$ cat src/rtl/sfx_scheduler.sv
// Sound-effect request scheduler: latches request pulses, arbitrates by priority
// (death > highscore > jump) and holds one event level per sound, then locks out.
module sfx_scheduler #(
  parameter int SAMPLE_DIV = 1024,
  parameter int JUMP_LEN   = 5764,
  parameter int DEATH_LEN  = 12004,
  parameter int HIGH_LEN   = 13446
) (
  input  logic       clk,
  input  logic       rst_n,
  input  logic       req_jump,
  input  logic       req_death,
  input  logic       req_highscore,
  input  logic       game_running,
  input  logic       mute,
  output logic       event_jump,
  output logic       event_death,
  output logic       event_highscore,
  output logic       busy,
  output logic [1:0] active_type,
  output logic [7:0] drop_count
);

  localparam int IW = $clog2(SAMPLE_DIV + 1);
  localparam int DW = (SAMPLE_DIV > 1) ? $clog2(SAMPLE_DIV) : 1;
  localparam logic [DW-1:0] DIV_MAX = DW'(SAMPLE_DIV - 1);

  typedef enum logic [1:0] {IDLE, ISSUE, PLAY} state_t;

  state_t          state, state_n;
  logic [1:0]      type_n;
  logic [IW-1:0]   issue_cnt, issue_cnt_n;
  logic [15:0]     play_cnt, play_cnt_n;
  logic [DW-1:0]   div;
  logic            tick;
  logic            pend_j, pend_d, pend_h;
  logic            pend_j_n, pend_d_n, pend_h_n;
  logic            set_j, set_d, set_h;
  logic            sel_j, sel_d, sel_h;
  logic [9:0]      drop_sum;
  logic [7:0]      drop_n;

  assign tick = (div == DIV_MAX);

  always_comb begin
    state_n     = state;
    type_n      = active_type;
    issue_cnt_n = issue_cnt;
    play_cnt_n  = play_cnt;
    sel_j       = 1'b0;
    sel_d       = 1'b0;
    sel_h       = 1'b0;

    case (state)
      IDLE: begin
        if (pend_d) begin
          sel_d  = 1'b1;
          type_n = 2'd2;
        end else if (pend_h) begin
          sel_h  = 1'b1;
          type_n = 2'd3;
        end else if (pend_j && game_running) begin
          sel_j  = 1'b1;
          type_n = 2'd1;
        end
        if (sel_j || sel_d || sel_h) begin
          issue_cnt_n = IW'(SAMPLE_DIV);
          state_n     = ISSUE;
        end
      end
      ISSUE: begin
        if (issue_cnt == '0) begin
          state_n = PLAY;
          case (active_type)
            2'd1:    play_cnt_n = 16'(JUMP_LEN);
            2'd2:    play_cnt_n = 16'(DEATH_LEN);
            2'd3:    play_cnt_n = 16'(HIGH_LEN);
            default: play_cnt_n = '0;
          endcase
        end else begin
          issue_cnt_n = issue_cnt - 1'b1;
        end
      end
      PLAY: begin
        if (play_cnt == '0) begin
          state_n = IDLE;
          type_n  = 2'd0;
        end else if (tick) begin
          play_cnt_n = play_cnt - 1'b1;
        end
      end
      default: begin
        state_n = IDLE;
        type_n  = 2'd0;
      end
    endcase

    // A new request beats any clear on the same edge (issue, flush, game stop).
    set_j    = req_jump && !mute && game_running;
    set_d    = req_death && !mute;
    set_h    = req_highscore && !mute;
    pend_j_n = set_j || (pend_j && !(sel_j || set_d || !game_running));
    pend_d_n = set_d || (pend_d && !sel_d);
    pend_h_n = set_h || (pend_h && !sel_h);

    drop_sum = {2'b00, drop_count} + 10'(set_j && pend_j)
             + 10'(set_d && pend_d) + 10'(set_h && pend_h);
    drop_n   = (drop_sum > 10'd255) ? 8'hFF : drop_sum[7:0];
  end

  always_ff @(posedge clk or negedge rst_n) begin
    if (!rst_n) begin
      state           <= IDLE;
      active_type     <= 2'd0;
      issue_cnt       <= '0;
      play_cnt        <= '0;
      div             <= '0;
      pend_j          <= 1'b0;
      pend_d          <= 1'b0;
      pend_h          <= 1'b0;
      drop_count      <= '0;
      busy            <= 1'b0;
      event_jump      <= 1'b0;
      event_death     <= 1'b0;
      event_highscore <= 1'b0;
    end else begin
      state           <= state_n;
      active_type     <= type_n;
      issue_cnt       <= issue_cnt_n;
      play_cnt        <= play_cnt_n;
      div             <= tick ? '0 : div + 1'b1;
      pend_j          <= pend_j_n;
      pend_d          <= pend_d_n;
      pend_h          <= pend_h_n;
      drop_count      <= drop_n;
      busy            <= (state_n != IDLE);
      event_jump      <= (state_n == ISSUE) && (type_n == 2'd1);
      event_death     <= (state_n == ISSUE) && (type_n == 2'd2);
      event_highscore <= (state_n == ISSUE) && (type_n == 2'd3);
    end
  end

endmodule

$ cat config.mk
export PLATFORM = sky130hd
export DESIGN_NAME = sfx_scheduler
export DESIGN_NICKNAME = d
export VERILOG_FILES = /design/src/rtl/sfx_scheduler.sv
export SDC_FILE = /design/constraint.sdc
export NUM_CORES = 1
export LEC_CHECK = 0
export BUFFER_PORTS_ARGS = -buffer_cell sky130_fd_sc_hd__clkbuf_2
export CAP_MARGIN = 15
export CORE_ASPECT_RATIO = 0.9
export CORE_MARGIN = 5
export CORE_UTILIZATION = 60
export DETAILED_ROUTE_END_ITERATION = 10
export PLACE_DENSITY = 0.88
export SYNTH_ARGS = -nofsm -noshare
export SYNTH_HDL_FRONTEND = slang
export SYNTH_SLANG_ARGS = --single-unit
export TNS_END_PERCENT = 20
$ cat constraint.sdc
create_clock -name clk -period 3.45 [get_ports clk]
set_clock_uncertainty 0.2 [all_clocks]
set_input_delay 0.69 -clock clk [delete_from_list [all_inputs] [get_ports clk]]
set_output_delay 0.69 -clock clk [all_outputs]
set_load 0.1 [all_outputs]
==> results of run 1 <==
## cells in the final DEF (no fill, tap or decap), types with 4 or more instances in the layout
cell type and n:
nand3_1 8, a21oi_1 13, nor3_1 14, o21ai_0 20, ha_1 9, inv_1 17, nand2_1 28, o21ai_1 4
dfrtp_1 56, clkbuf_8 6, o211ai_1 4, nand2b_1 7, buf_4 5, nor2_1 37, nand3b_1 4, nand4_1 7
xnor2_1 4, xor2_1 17, clkbuf_2 20, or3_1 4, nor2b_1 4
## cells in the mapped netlist (all sizes together) (3+ instances only)
cell type	count
xnor2	4
xor2	17
or3	4
nor2b	4
clkbuf	7
inv	17
nand2	28
a21oi	13
o21ai	24
or4	5
dfrtp	56
o311ai	3
o211ai	4
nor3	15
or2	4
nand3	9
nand4	7
ha	9
nand3b	4
nand2b	7
nor4	4
nor2	37
## path summary, 6_finish.rpt
path                       cells past startpoint  slack [ns]            end
max                                           11        0.50  drop_count[0]
min                                            1         0.1    play_cnt[1]
max reg2reg                                   10        0.59  drop_count[0]
min reg2reg                                    1        0.30         div[9]
max in group asynchronous                      2        2.12   issue_cnt[9]
min in group clk                               1        0.30         div[9]
## cell families (layout without fill, tap and decap cells)
group | count (synthesis) | after routing
and+or+nand+nor | 136 | 136
AOI/OAI and AO/OA | 69 | 69
DFF | 56 | 56
buffers and inverters | 26 | 50
xor gates and xnor gates | 21 | 21
adders and majority gates | 11 | 11
## power by group
part | switching [mW] | leakage [nW] | internal, mW
registers | 0.0519 | 0.700 | 0.701
logic | 0.418 | 0.769 | 0.0864
clock network | 0.211 | 0.0434 | 0.163
## worst register-to-register path, delay by kind of cell, from the launching register on
family	cells	cell delay, ns
and+or+nand+nor	5	0.97
buffers and inverters	2	0.12
DFF	1	0.42
adders and majority gates	3	1.08
## stage by stage
step                      util (%)  hold WS [ns]  instances  power, mW
after floorplan                  -         0.194        319       1.17
after detailed placement      65.9         0.290        400       1.27
final                         67.9        0.0976        408       1.63
after global routing          67.9         0.137        408       1.71
after global placement        65.9         0.279        400       1.26
after CTS                     67.9         0.117        408       1.64
## flip-flops by register name (all words and copies together), names as in the netlist, 2 cells and up
signal / flops
div: 10
drop_count: 8
state: 2
play_cnt: 16
issue_cnt: 11
active_type: 2
## per-layer routing
metal	vias to the layer above	routed length, µm
met1	1149	2780
met4	0	75
met3	8	343
met5	-	0
met2	82	3230
li1	1188	-
## cell type report
cell class | instances | area (µm²) | share of cell area [%]
multi-input cells | 237 | 1520 | 46.0
flip-flops and latches | 56 | 1400 | 42.4
repair buffers | 25 | 138 | 4.17
clock buffers | 6 | 82.6 | 2.50
well taps | 65 | 81.3 | 2.46
inverters | 17 | 63.8 | 1.93
clock inverters | 2 | 15.0 | 0.455
==> flow_metrics.py, run 1 <==
metrics = {
    "finish": {
        "antennaDiodeCount": 0,
        "finalNetCount": 360,
        "fillers": 388,
        "design_area_um2": 3300,
        "drive_gt1_share_pct": 12.5,
        "syn_to_final_growth_pct": 9.05,
    },
    "clocking": {
        "clock_path_buffers": 2,
        "h-tree-depth": 2,
        "post-cts-setup-buffers": 0,
        "clk_latency_ns": 0.31,
        "ctsHoldBuffers": 0,
        "cts_buffers": 5,
        "clk_pin_slew_ns": 0.10,
        "cts_root_buf": "clkbuf_8",
        "cts_tree": "yes",
        "cts_resized": 0,
        "cts_sinks": 56,
    },
    "global_route": {
        "top_usage_layer": "met2",
        "track_usage_pct": 20.7,
        "grt_max_degree": 39,
        "grt_pass1_wl_mm": 11.1,
        "grt_use_met2_pct": 33.3,
        "grt_pass1_vias": 2385,
        "grt-ovfl-total": 0,
        "met3_usage_pct": 4.56,
        "antenna_found_initial": 0,
        "grt_use_met1_pct": 27.8,
    },
    "timing": {
        "final.period_utilization_pct": 85.5,
        "hold_violations": 0,
        "timing.final.ws_setup_ns": 0.501,
        "setup_tns_ns": 0,
        "finalCriticalPeriod_ns": 2.95,
        "fmax_mhz": 339,
        "finalSetupViolations": 0,
        "worst_slew_pin_slew_ns": 0.855,
        "slew_headroom_pct": 42.9,
        "rsz0062_at_grt": "false",
        "maxSlewViolCount": 0,
    },
    "place": {
        "place_area_um2": 3200,
        "globalplace.congestion": 0.932,
        "post-place-ws_ns": 0.190,
        "dp_hpwl_mm": 4.59,
        "portBuffers": 20,
    },
    "route": {
        "drc": 0,
        "final_antenna_net_count": 0,
        "drt_pass1_iterations": 4,
        "num_vias": 2427,
        "via_per_inst": 5.95,
        "drtIter0Drc": 203,
        "wl_per_cell_um": 15.8,
        "drt-total-wl_mm": 6.43,
    },
    "worst_setup_path": {
        "path_cells": "clkbuf_2, nand2b_1, or2_2, fa_1, inv_1, ha_1, inv_1, fa_1, nor2_1, nand3_1, nand2b_1",
        "cp_num_buf_inv": 3,
        "startpoint": "mute",
        "critPathMaxFanout": 6,
        "cp_top_family": "adder cells",
        "rr_startpoint": "pend_j",
        "crit_path_end_kind": "flop",
        "cp.arrival_ns": 3.00,
        "max_stage_delay_ns": 0.46,
        "startpoint_type": "input port",
        "crit_path_top_delay_cell": "fa_1",
        "crit_type": "input port to flop",
        "cp.required_ns": 3.50,
    },
    "logic_synthesis": {
        "synth_cell_types": 57,
        "synth.area.top_cells": "dfrtp_1, xor2_1, nor2_1, ha_1, nand2_1",
        "synthCells": 319,
        "synth_compound_area_share_pct": 14.8,
        "ys_seq_elements": 56,
        "netlist_area_um2": 3030,
        "syn_nets": 337,
        "yosys.area_share.simple_pct": 24.3,
        "synth_mux_area_share_pct": 0,
        "synth-edff-count": 0,
        "synth_top_family_by_area": "simple AND/OR/NAND/NOR gates",
        "async_flop_share_pct": 100,
        "synth_top_area_share_pct": 46.3,
        "synthFlopType": "dfrtp_1",
        "ys_warn_count": 0,
        "yosysTopAreaCell": "dfrtp_1",
        "yosysSeqAreaShare_pct": 46.3,
        "syn_avg_cell_area_um2": 9.49,
        "synth_xor_area_share_pct": 6.07,
        "synthAdderAreaFrac_pct": 5.04,
    },
    "status": {
        "status": "finished clean",
    },
    "floorplan": {
        "rows": 24,
        "io_pins": 21,
        "initial_utilization_pct": 62.2,
        "dieArea_um2": 6570,
        "coreArea_um2": 4860,
        "die_y_um": 77.4,
        "die_w_um": 84.9,
    },
    "power": {
        "ir_drop_uv": 975,
        "powerDensity_nw_per_um2": 494,
        "p_leak_nw": 1.51,
    },
    "worst_hold_path": {
        "hp-class": "input port to asynchronous set/reset pin",
    },
    "run": {
        "maxCapViolCount": 0,
    },
}
Power figures use the tool's default switching activity.
==> run 2: changes to the inputs <==
Settings changed: CORE_UTILIZATION 60 to 62, CTS_BUF_LIST from default to sky130_fd_sc_hd__clkbuf_2, PLACE_DENSITY 0.88 to 0.91.
==> flow_metrics.py, run 2 (synthesis results as in run 1) <==
metrics = {
    "floorplan": {
        "io_pins": 21,
        "die_y_um": 76.3,
        "coreArea_um2": 4800,
        "die_w_um": 83.7,
        "initial_utilization_pct": 63.0,
        "rows": 24,
        "dieArea_um2": 6380,
    },
    "route": {
        "via_per_inst": 6.12,
        "num_vias": 2498,
        "drc": 0,
        "wl_per_cell_um": 15.1,
        "final_antenna_net_count": 0,
        "drt_pass1_iterations": 5,
        "drtIter0Drc": 255,
        "drt-total-wl_mm": 6.15,
    },
    "clocking": {
        "clk_latency_ns": 0.46,
        "h-tree-depth": 2,
        "cts_resized": 0,
        "ctsHoldBuffers": 0,
        "cts_buffers": 5,
        "clock_path_buffers": 2,
        "cts_root_buf": "clkbuf_2",
        "clk_pin_slew_ns": 0.27,
        "cts_sinks": 56,
        "post-cts-setup-buffers": 0,
        "cts_tree": "yes",
    },
    "finish": {
        "seqCellArea_um2": 1400,
        "multi_input_area_um2": 1520,
        "antennaDiodeCount": 0,
        "layout_common_cells": "dfrtp_1, nor2_1, nand2_1, clkbuf_2, o21ai_0",
        "layout_commonest_cell": "dfrtp_1",
        "largest_reg_flops": 16,
        "utilization_pct": 68.0,
        "fillers": 388,
        "syn_to_final_growth_pct": 7.89,
        "reg_top3": "play_cnt: 16 flops, issue_cnt: 11 flops, div: 10 flops",
        "drive_gt1_share_pct": 12.0,
        "regMostFlops": "play_cnt",
        "finalNetCount": 360,
    },
    "worst_setup_path": {
        "startpoint": "play_cnt[7]",
        "max_stage_delay_ns": 0.62,
        "crit_type": "flop to flop",
        "startpoint_type": "flop",
        "cp_num_buf_inv": 0,
        "rr_startpoint": "play_cnt[7]",
        "cp.arrival_ns": 3.02,
        "critPathMaxFanout": 11,
        "crit_path_top_delay_cell": "o22ai_1",
        "crit_path_end_kind": "flop",
        "cp_top_family": "simple AND/OR/NAND/NOR gates",
        "cp.required_ns": 3.62,
        "path_cells": "nor4_1, nand4_1, o22ai_1, o21ai_0, o311ai_0",
    },
    "timing": {
        "final.period_utilization_pct": 82.5,
        "finalCriticalPeriod_ns": 2.85,
        "rsz0062_at_grt": "false",
        "hold_violations": 0,
        "finalSetupViolations": 0,
        "slew_headroom_pct": 42.6,
        "fmax_mhz": 351,
        "holdWs_ns": 0.0986,
        "setup_tns_ns": 0,
        "maxSlewViolCount": 0,
        "worst_slew_pin_slew_ns": 0.860,
    },
    "power": {
        "combPwrFrac_pct": 31.6,
        "switching_share_pct": 42.4,
        "p_seq_share_pct": 48.0,
        "p_sw_mw": 0.666,
        "ir_drop_uv": 696,
        "p_leak_nw": 1.51,
        "power.share.clock_pct": 20.4,
        "p_int_mw": 0.906,
        "powerDensity_nw_per_um2": 481,
    },
    "place": {
        "portBuffers": 20,
        "dp_hpwl_mm": 4.39,
        "globalplace.congestion": 0.936,
    },
    "global_route": {
        "grt_pass1_vias": 2390,
        "grt_pass1_wl_mm": 10.9,
        "grt_max_degree": 57,
        "grt-ovfl-total": 0,
        "antenna_found_initial": 0,
        "track_usage_pct": 20.5,
    },
    "status": {
        "status": "finished clean",
    },
    "run": {
        "maxCapViolCount": 0,
    },
    "worst_hold_path": {
        "hp-class": "input port to asynchronous set/reset pin",
    },
}
run 2: changes by cell type in the layout (fill, tap and decap cells not counted), sizes merged:
cell and delta:
bufinv +1, clkbuf -1, clkinv +2, clkinvlp -2
run 2: worst paths after layout:
kind | end | slack [ns] | cells past startpoint
max in group asynchronous | event_jump | 2.49 | 2
max | play_cnt[2] | 0.60 | 5
min | play_cnt[12] | 0.1 | 2
min in group clk | pend_h | 0.22 | 2
min reg2reg | div[9] | 0.32 | 1
max reg2reg | play_cnt[2] | 0.60 | 5
run 2: power groups by stage:
stage	clock network [mW]	logic (mW)	registers [mW]
finish	0.320	0.497	0.755
global route	0.359	0.527	0.766
CTS	0.328	0.502	0.755
detailed placement	0	0.502	0.764
global placement	0	0.494	0.762
floorplan	0	0.0971	1.07
run 2: metrics by stage:
step / std cells / instance area, µm² / power [mW] / worst slack [ns]
final: 408 / 3270 / 1.57 / 0.605
after global routing: 408 / 3270 / 1.65 / 0.400
after CTS: 408 / 3270 / 1.58 / 0.671
after detailed placement: 400 / 3200 / 1.27 / 0.251
after global placement: 400 / 3200 / 1.26 / 0.330
after floorplan: 319 / 3030 / 1.17 / 0.483
run 2: final cells by class:
class | count | area share (%)
repair buffers | 25 | 4.21
well taps | 65 | 2.49
multi-input cells | 237 | 46.5
clock inverters | 3 | 1.15
inverters | 17 | 1.95
flip-flops and latches | 56 | 42.9
clock buffers | 5 | 0.766
run 2: per-layer routing:
layer | vias up | track usage [%] | wire length (µm)
li1 | 1183 | - | -
met1 | 1214 | 29.0 | 2720
met2 | 92 | 32.3 | 2960
met3 | 9 | 3.46 | 391
met4 | 0 | 6.59 | 80
met5 | - | 0 | 0
